<file path="config.mk">
export PLATFORM = sky130hd
export DESIGN_NAME = lsu
export DESIGN_NICKNAME = d
export VERILOG_FILES = /design/src/rtl/lsu.sv
export SDC_FILE = /design/constraint.sdc
export NUM_CORES = 1
export LEC_CHECK = 0
export CAP_MARGIN = 20
export CORE_UTILIZATION = 48
export DETAILED_ROUTE_END_ITERATION = 7
export GPL_TIMING_DRIVEN = 0
export PLACE_DENSITY = 0.95
export SKIP_CTS_REPAIR_TIMING = 1
export SLEW_MARGIN = 25
export SYNTH_ARGS = -nofsm -noshare
export SYNTH_HDL_FRONTEND = slang
export SYNTH_SLANG_ARGS = --single-unit
</file>
<file path="constraint.sdc">
create_clock -name i_clk -period 3.2 [get_ports i_clk]
set_input_delay 0.96 -clock i_clk [delete_from_list [all_inputs] [get_ports i_clk]]
set_output_delay 0.96 -clock i_clk [all_outputs]
set_load 0.005 [all_outputs]
</file>
<file path="src/rtl/lsu.sv">
// Load/store unit: accepts one RV32I memory request at a time from the
// execute stage, drives a word-aligned read or write toward the memory
// arbiter, and returns sign/zero-extended load results on a one-cycle pulse.
// Misaligned or illegal width codes are reported as a one-cycle fault
// without touching memory.
module lsu #(
  parameter int AW = 32,
  parameter int DW = 32
) (
  input  logic          i_clk,
  input  logic          i_rst,
  input  logic          i_clk_en,
  input  logic          i_stall,
  input  logic          i_valid,
  output logic          o_ready,
  input  logic          i_is_store,
  input  logic [2:0]    i_funct3,
  input  logic [AW-1:0] i_addr,
  input  logic [DW-1:0] i_wdata,
  input  logic [4:0]    i_rd,
  output logic          o_lsu_read,
  output logic [AW-1:0] o_r_lsu_addr,
  input  logic [DW-1:0] i_r_lsu_data,
  input  logic          i_lsu_ack,
  output logic          o_lsu_write,
  output logic [AW-1:0] o_w_lsu_addr,
  output logic [3:0]    o_w_lsu_byte_en,
  output logic [DW-1:0] o_w_lsu_data,
  output logic          o_wb_valid,
  output logic [4:0]    o_wb_rd,
  output logic [DW-1:0] o_wb_data,
  output logic          o_fault,
  output logic [AW-1:0] o_fault_addr
);

  typedef enum logic [1:0] {S_IDLE, S_READ, S_WRITE} state_t;

  state_t        r_state;
  state_t        w_next;
  logic [AW-1:0] r_addr;
  logic [2:0]    r_funct3;
  logic [DW-1:0] r_wdata;
  logic [4:0]    r_rd;
  logic          r_wb_valid;
  logic [4:0]    r_wb_rd;
  logic [DW-1:0] r_wb_data;
  logic          r_fault;
  logic [AW-1:0] r_fault_addr;
  logic          w_req_fault;
  logic          w_accept;

  // Illegal width code or an address not aligned to the access size.
  function automatic logic access_fault(input logic st, input logic [2:0] f3,
                                        input logic [1:0] a);
    logic f;
    f = 1'b0;
    if (st) begin
      case (f3)
        3'd0:    f = 1'b0;
        3'd1:    f = a[0];
        3'd2:    f = (a != 2'b00);
        default: f = 1'b1;
      endcase
    end else begin
      case (f3)
        3'd0, 3'd4: f = 1'b0;
        3'd1, 3'd5: f = a[0];
        3'd2:       f = (a != 2'b00);
        default:    f = 1'b1;
      endcase
    end
    return f;
  endfunction

  // Pick the addressed lane out of the memory word and extend it.
  function automatic logic [DW-1:0] load_extend(input logic [2:0] f3,
                                                input logic [1:0] a,
                                                input logic [DW-1:0] w);
    logic [7:0]    b;
    logic [15:0]   h;
    logic [DW-1:0] r;
    case (a)
      2'd0:    b = w[7:0];
      2'd1:    b = w[15:8];
      2'd2:    b = w[23:16];
      default: b = w[31:24];
    endcase
    h = a[1] ? w[31:16] : w[15:0];
    case (f3)
      3'd0:    r = {{24{b[7]}}, b};
      3'd1:    r = {{16{h[15]}}, h};
      3'd4:    r = {24'd0, b};
      3'd5:    r = {16'd0, h};
      default: r = w;
    endcase
    return r;
  endfunction

  // Byte-lane enables for a store of the given width at the given offset.
  function automatic logic [3:0] store_be(input logic [2:0] f3, input logic [1:0] a);
    logic [3:0] be;
    case (f3)
      3'd0:    be = 4'b0001 << a;
      3'd1:    be = 4'b0011 << a;
      default: be = 4'hF;
    endcase
    return be;
  endfunction

  // Replicate narrow store data across all lanes so the enables pick it out.
  function automatic logic [DW-1:0] store_data(input logic [2:0] f3,
                                               input logic [DW-1:0] w);
    logic [DW-1:0] d;
    case (f3)
      3'd0:    d = {4{w[7:0]}};
      3'd1:    d = {2{w[15:0]}};
      default: d = w;
    endcase
    return d;
  endfunction

  assign o_ready     = (r_state == S_IDLE);
  assign w_accept    = i_valid && o_ready;
  assign w_req_fault = access_fault(i_is_store, i_funct3, i_addr[1:0]);

  // Next-state logic: faulting requests never leave IDLE.
  always_comb begin
    w_next = r_state;
    case (r_state)
      S_IDLE: begin
        if (w_accept && !w_req_fault) w_next = i_is_store ? S_WRITE : S_READ;
      end
      S_READ: begin
        if (i_lsu_ack) w_next = S_IDLE;
      end
      S_WRITE: begin
        if (!i_stall) w_next = S_IDLE;
      end
      default: w_next = S_IDLE;
    endcase
  end

  // State register, frozen while the clock enable is low.
  always_ff @(posedge i_clk or negedge i_rst) begin
    if (!i_rst) r_state <= S_IDLE;
    else if (i_clk_en) r_state <= w_next;
  end

  // Request capture, fault pulse and load write-back registers.
  always_ff @(posedge i_clk or negedge i_rst) begin
    if (!i_rst) begin
      r_addr       <= '0;
      r_funct3     <= '0;
      r_wdata      <= '0;
      r_rd         <= '0;
      r_wb_valid   <= 1'b0;
      r_wb_rd      <= '0;
      r_wb_data    <= '0;
      r_fault      <= 1'b0;
      r_fault_addr <= '0;
    end else if (i_clk_en) begin
      r_wb_valid <= 1'b0;
      r_fault    <= 1'b0;
      if (w_accept) begin
        if (w_req_fault) begin
          r_fault      <= 1'b1;
          r_fault_addr <= i_addr;
        end else begin
          r_addr   <= i_addr;
          r_funct3 <= i_funct3;
          r_wdata  <= i_wdata;
          r_rd     <= i_rd;
        end
      end
      if (r_state == S_READ && i_lsu_ack) begin
        r_wb_valid <= 1'b1;
        r_wb_rd    <= r_rd;
        r_wb_data  <= load_extend(r_funct3, r_addr[1:0], i_r_lsu_data);
      end
    end
  end

  assign o_lsu_read      = (r_state == S_READ);
  assign o_r_lsu_addr    = {r_addr[AW-1:2], 2'b00};
  assign o_lsu_write     = (r_state == S_WRITE);
  assign o_w_lsu_addr    = {r_addr[AW-1:2], 2'b00};
  assign o_w_lsu_byte_en = o_lsu_write ? store_be(r_funct3, r_addr[1:0]) : 4'b0000;
  assign o_w_lsu_data    = o_lsu_write ? store_data(r_funct3, r_wdata) : '0;
  assign o_wb_valid      = r_wb_valid;
  assign o_wb_rd         = r_wb_rd;
  assign o_wb_data       = r_wb_data;
  assign o_fault         = r_fault;
  assign o_fault_addr    = r_fault_addr;

endmodule

</file>
==> impl_metrics.ini <==
[logic_synthesis]
yosys_warnings = 0
yosysSeqAreaShare = 0.501
ys_types = 41
synthCells = 634
ys_async_sr_fraction = 1.00
synth_seq_cells = 145
synth.avg_cell_area_um2 = 11.4
ys.flop_type = dfrtp_1
syn_area_um2 = 7240
synth_edf_count = 0

[global_routing]
grt_pass1_vias = 6547
grt_start_max_net_pins = 85
overflow = 0
grtUsageTotal = 0.298
antenna_found_initial = 0
grt_pass1_wl_um = 35900

[outcome]
violations = design-rule violations
status = complete, but fails checks

[setup_path]
crit_type = flop to output pin
critPathLaunchType = flop
timing.critical_path.required_ns = 2.24
r2r_slack_ns = 1.03
end_kind = output pin
worst-path-max-fanout = 10
crit_arrival_ns = 2.20

[detailed_routing]
drt-vias-per-instance = 5.47
drt_iter0_drc = 368
avgRoutedWirePerCell_um = 20.2
drt_first_pass_iters = 7
vias = 6242
drc_errors = 26
wl_um = 23000
ant_nets = 0

[clock_tree]
clock_latency_ns = 0.42
clock-sinks = 145
cts_max_path_buffers = 2
path_clk_slew_ns = 0.06
cts_tree = done
htreeDepth = 4
cts_root_buf = clkbuf_16
cts_made_buffers = 17

[timing]
max_freq_mhz = 316
tns_ns = 0
clock_skew_ns = 0.00724
slew_headroom = 0.535
drv_slew = 0
tightest_slew_ns = 0.696
min_period_ns = 3.16
fin_crit_sh = 0.988
hold_violations = 0
setup_viol = 0

[power]
powerDensity_nw_per_um2 = 765
peakVddDrop_uv = 479
total_leakage_power_nw = 4.88
finalPower_mw = 8.46

[final_layout]
num_antenna_cells = 0
area_growth_pct = 52.7
fill_cells = 962
nets = 1055
drive_above_1_share = 0.265

[floorplanning]
start_util = 0.495
rows = 44
die_w_um = 125
dieHeight_um = 125
dieArea_um2 = 15600
design.core.area_um2 = 14600
ios = 285

[worst_hold_path]
hold_class = flop to flop

[run]
maxCapViolCount = 0

[place]
port_buffers = 280
gp_congestion = 0.886
dp_hpwl_um = 16800
layout by cell type, fill, tap and decap left out, types with 2 or more instances in the layout:
master | synthesis | layout
o32a_1 | 7 | 7
dfrtp_1 | 145 | 142
and2_1 | 16 | 16
clkinv_2 | 0 | 5
inv_1 | 6 | 6
nand3b_1 | 10 | 10
clkbuf_4 | 0 | 5
buf_6 | 4 | 4
nand2_1 | 48 | 48
a21oi_1 | 51 | 48
o31ai_1 | 7 | 7
mux2i_1 | 17 | 17
o211ai_1 | 16 | 16
o21ai_0 | 35 | 34
nor2_4 | 0 | 2
clkdlybuf4s50_1 | 0 | 269
nand2b_1 | 5 | 5
a21oi_2 | 1 | 4
a211oi_1 | 9 | 8
clkbuf_1 | 22 | 13
nor2_1 | 19 | 17
buf_8 | 0 | 2
a22o_1 | 5 | 5
mux2_2 | 80 | 80
nor2b_1 | 2 | 2
conb_1 | 1 | 4
clkbuf_16 | 0 | 17
buf_2 | 10 | 10
dlymetal6s2s_1 | 0 | 10
dfrtp_2 | 0 | 3
bufinv_16 | 0 | 2
mux2_1 | 3 | 3
clkbuf_2 | 0 | 3
o21ai_1 | 3 | 4
mux2_4 | 25 | 25
o22ai_1 | 2 | 2
clkinv_4 | 0 | 4
buf_4 | 68 | 78
sequential cells by signal, summed over array words and instances (netlist names), 2 cells and up:
signal and cells:
r_wdata 32, r_state 2, r_funct3 3, o_wb_rd 5
o_fault_addr 32, r_rd 5, r_addr 32, o_wb_data 32
worst max-delay path, stage by stage (launching register included):
cell and delay [ns]:
dfrtp_2 0.45, nor2_4 0.22, clkbuf_4 0.25, nor2_1 0.08
a211oi_1 0.21, clkdlybuf4s50_1 0.56
layer usage:
| metal | share of wire | up-vias | global-route usage |
|---|---|---|---|
| met5 | 0 | - | 0 |
| met4 | 0.037 | 0 | 0.124 |
| met3 | 0.072 | 72 | 0.0756 |
| met2 | 0.52 | 301 | 0.522 |
| met1 | 0.37 | 3071 | 0.349 |
| li1 | - | 2798 | - |
report_power, final:
part | switching, mW | internal (mW) | leakage [nW]
registers | 0.516 | 2.48 | 1.70
logic | 1.23 | 2.27 | 2.89
clock network | 0.799 | 1.17 | 0.287
total | 2.55 | 5.91 | 4.88
final timing paths:
path / cells past startpoint / from / end
min in group asynchronous: 1 / i_rst / r_wdata[1]
min reg2reg: 2 / r_rd[0] / o_wb_rd[0]
max: 5 / r_funct3[2] / o_w_lsu_data[30]
max reg2reg: 6 / r_addr[1] / o_wb_data[23]
max in group asynchronous: 2 / i_rst / o_fault_addr[23]
min: 2 / r_rd[0] / o_wb_rd[0]
stage by stage:
step	cells	setup slack (ns)	instance area (um^2)	utilization	hold WS [ns]
detailed placement	1102	-0.117	10300	0.705	0.455
global placement	1101	-4.67	10300	0.702	0.443
CTS	1134	-0.620	10900	0.744	0.469
finish	1141	0.0390	11100	0.755	0.469
floorplan	637	0.861	7250	-	0.435
global route	1141	-0.0480	11100	0.755	0.504
kinds of logic after synthesis:
group / Yosys count / share of synthesized area
simple gates: 109 / 0.0753
mux: 125 / 0.204
buf+inv: 113 / 0.0997
compound gates: 141 / 0.119
other cells: 1 / 0.000518
flops: 145 / 0.501
synthesized netlist by cell type (2+ instances only):
master | number | area share
nor2_1 | 19 | 0.0098
mux2i_1 | 17 | 0.023
or2_2 | 2 | 0.0017
dfrtp_1 | 145 | 0.50
o22ai_1 | 2 | 0.0017
buf_4 | 68 | 0.070
o32a_1 | 7 | 0.0097
nand3b_1 | 10 | 0.010
a22o_1 | 5 | 0.0060
a21oi_1 | 51 | 0.035
and2_1 | 16 | 0.014
o31ai_1 | 7 | 0.0073
mux2_1 | 3 | 0.0047
inv_1 | 6 | 0.0031
nor2b_1 | 2 | 0.0017
nand2b_1 | 5 | 0.0043
a211oi_1 | 9 | 0.0093
clkbuf_1 | 22 | 0.011
nand2_1 | 48 | 0.025
mux2_4 | 25 | 0.052
buf_6 | 4 | 0.0062
buf_1 | 3 | 0.0016
mux2_2 | 80 | 0.12
o21ai_1 | 3 | 0.0021
o211ai_1 | 16 | 0.017
o21ai_0 | 35 | 0.024
buf_2 | 10 | 0.0069
final cells by class:
class	count	area, um^2	share of cell area
clock inverters	13	136	0.0123
flip-flops and latches	145	3630	0.328
clock buffers	19	443	0.0401
multi-input cells	379	2940	0.266
inverters	6	22.5	0.00204
plain buffers	105	729	0.0660
repair buffers	290	2930	0.265
well taps	184	230	0.0208
Note: power is estimated with default switching activity, not from simulation.
